### config.mk
export PLATFORM = sky130hd
export DESIGN_NAME = piece_move_controller_flat
export DESIGN_NICKNAME = d
export VERILOG_FILES = /design/src/rtl/piece_move_controller_if.sv /design/src/rtl/piece_move_controller.sv /design/src/flat_wrapper.sv
export SDC_FILE = /design/constraint.sdc
export NUM_CORES = 1
export LEC_CHECK = 0
export ABC_AREA = 1
export CORE_ASPECT_RATIO = 0.8
export CORE_MARGIN = 2
export CORE_UTILIZATION = 52
export DETAILED_ROUTE_END_ITERATION = 8
export PLACE_DENSITY = 0.82
export SETUP_SLACK_MARGIN = 0.15
export SLEW_MARGIN = 5
export SYNTH_ARGS = -nofsm -noshare
export SYNTH_HDL_FRONTEND = slang
export SYNTH_SLANG_ARGS = --single-unit
### constraint.sdc
create_clock -name Clock -period 3.2 [get_ports Clock]
set_clock_uncertainty 0.2 [all_clocks]
set_input_delay 0.48 -clock Clock [delete_from_list [all_inputs] [get_ports Clock]]
set_output_delay 0.48 -clock Clock [all_outputs]
set_load 0.005 [all_outputs]
### src/rtl/piece_move_controller_if.sv
// Checker handshake bundle between the move controller and a collision checker.
// The controller pulses checkEnable for one cycle with checkDir already stable;
// the checker answers on canMove in the following cycle, and the controller
// samples it exactly then. checkDir stays stable through that answer cycle.
// There is no back-pressure: the checker must always answer on time.
interface piece_move_controller_if;
  logic       checkEnable;
  logic [1:0] checkDir;
  logic       canMove;

  modport master (output checkEnable, output checkDir, input canMove);
  modport slave  (input checkEnable, input checkDir, output canMove);
endinterface

### src/rtl/piece_move_controller.sv
// Sequences left/right/gravity moves of the falling piece: latches requests
// into pending flags, arbitrates (down > left > right), runs one checker
// access per move and updates the piece origin only on a grant. A refused
// or out-of-range downward move produces a one-cycle lockPiece pulse.
module piece_move_controller #(
  parameter logic [3:0] SPAWN_X = 4'd6,
  parameter logic [4:0] SPAWN_Y = 5'd0,
  parameter logic [3:0] MAX_X   = 4'd12,
  parameter logic [4:0] MAX_Y   = 5'd16
) (
  input  logic                     Clock,
  input  logic                     Reset,
  input  logic                     Start,
  input  logic [1:0]               spawnBlock,
  input  logic                     leftReq,
  input  logic                     rightReq,
  input  logic                     dropTick,
  piece_move_controller_if.master  chk,
  output logic [3:0]               XPOS,
  output logic [4:0]               YPOS,
  output logic [1:0]               currentBlock,
  output logic                     active,
  output logic                     lockPiece,
  output logic [2:0]               debug_state
);

  typedef enum logic [2:0] {
    S_IDLE  = 3'd0,
    S_READY = 3'd1,
    S_ISSUE = 3'd2,
    S_EVAL  = 3'd3,
    S_LOCK  = 3'd4
  } state_t;

  localparam logic [1:0] DIR_LEFT  = 2'b00;
  localparam logic [1:0] DIR_RIGHT = 2'b01;
  localparam logic [1:0] DIR_DOWN  = 2'b10;

  state_t     state, state_nx;
  logic       pend_l, pend_r, pend_d;
  logic       clr_l, clr_r, clr_d, clr_all;
  logic       spawn, issue, apply;
  logic [1:0] dir_nx;

  // A piece is in play in READY/ISSUE/EVAL; only then are requests captured.
  assign active      = (state == S_READY) || (state == S_ISSUE) || (state == S_EVAL);
  assign lockPiece   = (state == S_LOCK);
  assign debug_state = state;

  // State register.
  always_ff @(posedge Clock or posedge Reset) begin
    if (Reset) state <= S_IDLE;
    else       state <= state_nx;
  end

  // Next state, arbitration and per-cycle control strobes.
  always_comb begin
    state_nx = state;
    clr_l    = 1'b0;
    clr_r    = 1'b0;
    clr_d    = 1'b0;
    clr_all  = 1'b0;
    spawn    = 1'b0;
    issue    = 1'b0;
    apply    = 1'b0;
    dir_nx   = DIR_LEFT;
    case (state)
      S_IDLE: begin
        if (Start) begin
          spawn    = 1'b1;
          clr_all  = 1'b1;
          state_nx = S_READY;
        end
      end
      S_READY: begin
        if (pend_d) begin
          clr_d = 1'b1;
          // Already on the floor: land without asking the checker.
          if (YPOS == MAX_Y) begin
            state_nx = S_LOCK;
          end else begin
            issue    = 1'b1;
            dir_nx   = DIR_DOWN;
            state_nx = S_ISSUE;
          end
        end else if (pend_l && pend_r) begin
          // Opposite requests cancel each other.
          clr_l = 1'b1;
          clr_r = 1'b1;
        end else if (pend_l) begin
          clr_l = 1'b1;
          if (XPOS != 4'd0) begin
            issue    = 1'b1;
            dir_nx   = DIR_LEFT;
            state_nx = S_ISSUE;
          end
        end else if (pend_r) begin
          clr_r = 1'b1;
          if (XPOS != MAX_X) begin
            issue    = 1'b1;
            dir_nx   = DIR_RIGHT;
            state_nx = S_ISSUE;
          end
        end
      end
      S_ISSUE: state_nx = S_EVAL;
      S_EVAL: begin
        state_nx = S_READY;
        if (chk.canMove)                 apply    = 1'b1;
        else if (chk.checkDir == DIR_DOWN) state_nx = S_LOCK;
      end
      S_LOCK: begin
        clr_all  = 1'b1;
        state_nx = S_IDLE;
      end
      default: state_nx = S_IDLE;
    endcase
  end

  // Pending request flags; a new request beats a same-cycle clear.
  always_ff @(posedge Clock or posedge Reset) begin
    if (Reset) begin
      pend_l <= 1'b0;
      pend_r <= 1'b0;
      pend_d <= 1'b0;
    end else begin
      pend_l <= (pend_l & ~(clr_l | clr_all)) | (leftReq  & active);
      pend_r <= (pend_r & ~(clr_r | clr_all)) | (rightReq & active);
      pend_d <= (pend_d & ~(clr_d | clr_all)) | (dropTick & active);
    end
  end

  // Checker handshake: one-cycle enable, direction held until the next issue.
  always_ff @(posedge Clock or posedge Reset) begin
    if (Reset) begin
      chk.checkEnable <= 1'b0;
      chk.checkDir    <= DIR_LEFT;
    end else begin
      chk.checkEnable <= issue;
      if (issue) chk.checkDir <= dir_nx;
    end
  end

  // Piece origin and code: loaded on spawn, stepped only on a granted check.
  always_ff @(posedge Clock or posedge Reset) begin
    if (Reset) begin
      XPOS         <= 4'd0;
      YPOS         <= 5'd0;
      currentBlock <= 2'd0;
    end else if (spawn) begin
      XPOS         <= SPAWN_X;
      YPOS         <= SPAWN_Y;
      currentBlock <= spawnBlock;
    end else if (apply) begin
      case (chk.checkDir)
        DIR_LEFT:  XPOS <= XPOS - 4'd1;
        DIR_RIGHT: XPOS <= XPOS + 4'd1;
        DIR_DOWN:  YPOS <= YPOS + 5'd1;
        default:   ;
      endcase
    end
  end

endmodule

### src/flat_wrapper.sv
// flat-port wrapper written by rule: the top's interface ports become plain ports
module piece_move_controller_flat 
#(
  parameter logic [3:0] SPAWN_X = 4'd6,
  parameter logic [4:0] SPAWN_Y = 5'd0,
  parameter logic [3:0] MAX_X   = 4'd12,
  parameter logic [4:0] MAX_Y   = 5'd16
)
  (Clock, Reset, Start, spawnBlock, leftReq, rightReq, dropTick, XPOS, YPOS, currentBlock, active, lockPiece, debug_state, chk_checkEnable, chk_checkDir, chk_canMove);
  piece_move_controller_if chk_i ();
  input  logic Clock;
  input  logic Reset;
  input  logic Start;
  input  logic [1:0] spawnBlock;
  input  logic leftReq;
  input  logic rightReq;
  input  logic dropTick;
  output logic [3:0] XPOS;
  output logic [4:0] YPOS;
  output logic [1:0] currentBlock;
  output logic active;
  output logic lockPiece;
  output logic [2:0] debug_state;
  output wire logic [$bits(chk_i.checkEnable)-1:0] chk_checkEnable;
  output wire logic [$bits(chk_i.checkDir)-1:0] chk_checkDir;
  input wire logic [$bits(chk_i.canMove)-1:0] chk_canMove;
  assign chk_checkEnable = chk_i.checkEnable;
  assign chk_checkDir = chk_i.checkDir;
  assign chk_i.canMove = chk_canMove;
  piece_move_controller #(.SPAWN_X(SPAWN_X), .SPAWN_Y(SPAWN_Y), .MAX_X(MAX_X), .MAX_Y(MAX_Y)) u_core (.Clock(Clock), .Reset(Reset), .Start(Start), .spawnBlock(spawnBlock), .leftReq(leftReq), .rightReq(rightReq), .dropTick(dropTick), .chk(chk_i), .XPOS(XPOS), .YPOS(YPOS), .currentBlock(currentBlock), .active(active), .lockPiece(lockPiece), .debug_state(debug_state));
endmodule
==> key figures <==
Pwr
  – Max IR drop VDD: about 0.00059 V
  – PwrDens: 749 nW/um^2
  – LEAKAGE: 0.779 nW
  – Overall Power: 1.11 mW

Routing
  – Routed WL: 2360 um
  – WL per Instance: between 10 and 15 um
  – Detailed-router iteration count before antenna repair: 4
  – Initial DRC Count: 56
  – Post-route ant nets: 0
  – Via/cell ratio: between 5 and 6
  – DR vias: 1,033
  – DRC violations left: 0

Global route
  – First-pass GRT wire length: 4120 um
  – Antenna violations before repair: 0
  – Remaining global-route overflow: 0
  – Total Routing Usage GR: 0.212
  – Largest net degree at the start of global routing: 21
  – Vias in the first global route: between 900 and 1,000

Clock network
  – Setup Fix Bufs, Post-CTS: 0
  – Clk sink count: 20
  – CTS tree: yes
  – CTS Hold Bufs: 0
  – CTS clk-pin slew, worst paths: about 110 ps
  – CTS Root Buffer Type: clkbuf_4
  – H-tree Lvls: 1
  – Post-CTS sizing: 0
  – CTS Buffer Depth: 2
  – Clk_lat worst skew: 300 ps
  – CTS Buf Count: 3

Worst setup path
  – CP most frequent cell: nor2_1
  – Crit path max-delay family: buffers and inverters
  – Setup Crit Path Kind: reg2out
  – Worst setup SP type: register
  – Slowest stage delay, CP: 500 ps
  – CP max stage cell: clkdlybuf4s50_1
  – Arrival time worst endpoint: ~1700 ps
  – CP Max Fanout: 6
  – Buf/Inv on CP: 2
  – CP cell instances: nor2_1 > inv_1 > nor2_1 > clkdlybuf4s50_1
  – CP required: 2520 ps
  – Critical Path End Type: output pin

Finish
  – Final non-filler cell total: 204
  – Fraction of layout cells with a size suffix above 1: 0.0726
  – Final Core Density: 0.697
  – Final instance area: 1480 sq um
  – Area growth syn-to-layout: 28.3%
  – Nets: around 190
  – ANT cells: 0

Synthesis
  – Synth unique cells: 23
  – Synthesized area per cell: between 7 and 8 sq um
  – Synth Register Bits: 20
  – Mapped Area: 1150 sq um
  – Register area share after synthesis: 0.434
  – Yosys warning count: 0
  – Synth Instances: 149
  – Synthesized Nets: between 150 and 200

Timing
  – Worst setup margin: 841 ps
  – WHS: ~300 ps
  – Worst Tran Pin Value: 753 ps
  – Slew Viols, Final: 0
  – Tmin final: 2360 ps
  – RSZ-0062 raised after global routing: no
  – Relative slew slack: 0.498
  – Setup TNS: 0 ps
  – Final Hold Viols: 0
  – Endpoints failing setup: 0
  – Final period util: 0.737
  – Max Clock Freq: 424 MHz

Min path
  – HP Class: reg2reg

Die
  – Row count: 15
  – DIE HEIGHT: 46.1 um
  – Chip Width: 56.6 um
  – Die area: 2610 sq um
  – # IOs: 28
  – Core area: 2120 sq um
  – Initial core utilization: 0.543

Run
  – Max cap viols: 0

Place
  – GPL Wtd Cong: 0.846
  – Area after DPL: about 1400 sq um
  – PortBufs: 27
  – Post-place setup slack: 1190 ps
  – Placed Instances: 200
  – Final HPWL DP: 1870 um

Status
  – Status: finished clean
==> cell usage in the layout, fill, tap and decap left out, types with 2 or more instances in the layout <==
cell type,count
nand2_1,46
clkdlybuf4s50_1,27
nand3_1,20
dfrtp_1,20
inv_1,17
nor2_1,13
o21ai_0,5
a21oi_1,4
ha_1,4
xnor2_1,3
clkbuf_4,3
nand2_2,2
nand3_2,2
xor2_1,2
==> cells in the mapped netlist <==
cell,count,area share
fa_1,1,0.017
nand3_2,2,0.017
nor2_2,1,0.0054
ha_1,4,0.043
nor2_4,1,0.0098
o31ai_1,1,0.0065
xor2_1,2,0.015
o21ai_0,5,0.022
buf_6,1,0.0098
a21oi_1,4,0.017
nand2_4,1,0.0098
nor3_1,1,0.0043
o211ai_1,1,0.0065
xnor2_1,3,0.023
nand2_2,2,0.011
nand2_1,46,0.15
inv_1,17,0.055
nand4_1,1,0.0054
nor2_1,13,0.042
clkinv_2,1,0.0043
inv_2,1,0.0033
nand3_1,20,0.087
dfrtp_1,20,0.43
==> path summary, 6_finish.rpt <==
path                                   startpoint                     end  slack, ps  depth (start not counted)
max in group asynchronous                   Reset           u_core.pend_r       1930                          2
min in group asynchronous                   Reset  u_core.currentBlock[0]        390                          2
min reg2reg                u_core.currentBlock[1]  u_core.currentBlock[1]        300                          2
min                        u_core.currentBlock[1]  u_core.currentBlock[1]        300                          2
max                         u_core.debug_state[0]               lockPiece        840                          4
max reg2reg                u_core.chk.checkDir[1]          u_core.XPOS[3]       1340                          9
==> logic make-up after synthesis <==
logic type | count (synthesis) | synth area share
compound gates | 11 | 0.0521
buf+inv | 20 | 0.0727
fa+ha+maj | 5 | 0.0608
flops | 20 | 0.434
xor+xnor | 5 | 0.0380
simple gates | 88 | 0.342
==> worst reg2reg max path, delay by kind of cell, from the launching register on <==
kind	cells	cell delay [ps]
AO/OA/AOI/OAI	1	60
adder cells (fa/ha/maj)	1	360
buffers and inverters	1	180
flip-flops	1	420
AND/OR/NAND/NOR	6	530
==> layout make-up <==
cell class / count / area [sq um]
multi-input combinational: 109 / 568
inverter: 19 / 72.6
fill: 188 / 642
sequential: 20 / 500
timing repair buffer: 27 / 270
tap: 25 / 31.3
clock buffer: 4 / 36.3
==> state kept, by name, summed over array words and instances, names as in the netlist <==
name	count
u_core.pend_d	1
u_core.pend_l	1
u_core.chk.checkEnable	1
u_core.pend_r	1
u_core.currentBlock	2
u_core.debug_state	3
u_core.YPOS	5
u_core.XPOS	4
u_core.chk.checkDir	2
==> layer usage <==
metal	vias to the layer above	wire length, um	global-route usage
met5	-	0	0
met4	0	30	0.0619
met3	4	121	0.0674
met2	24	1100	0.323
met1	470	1110	0.295
li1	535	-	-
==> power by group <==
part	switching (mW)	internal [mW]
sequential	0.0811	0.335
combinational	0.292	0.254
clock	0.0772	0.0695
No activity file was read; power rests on OpenSTA's default activity.
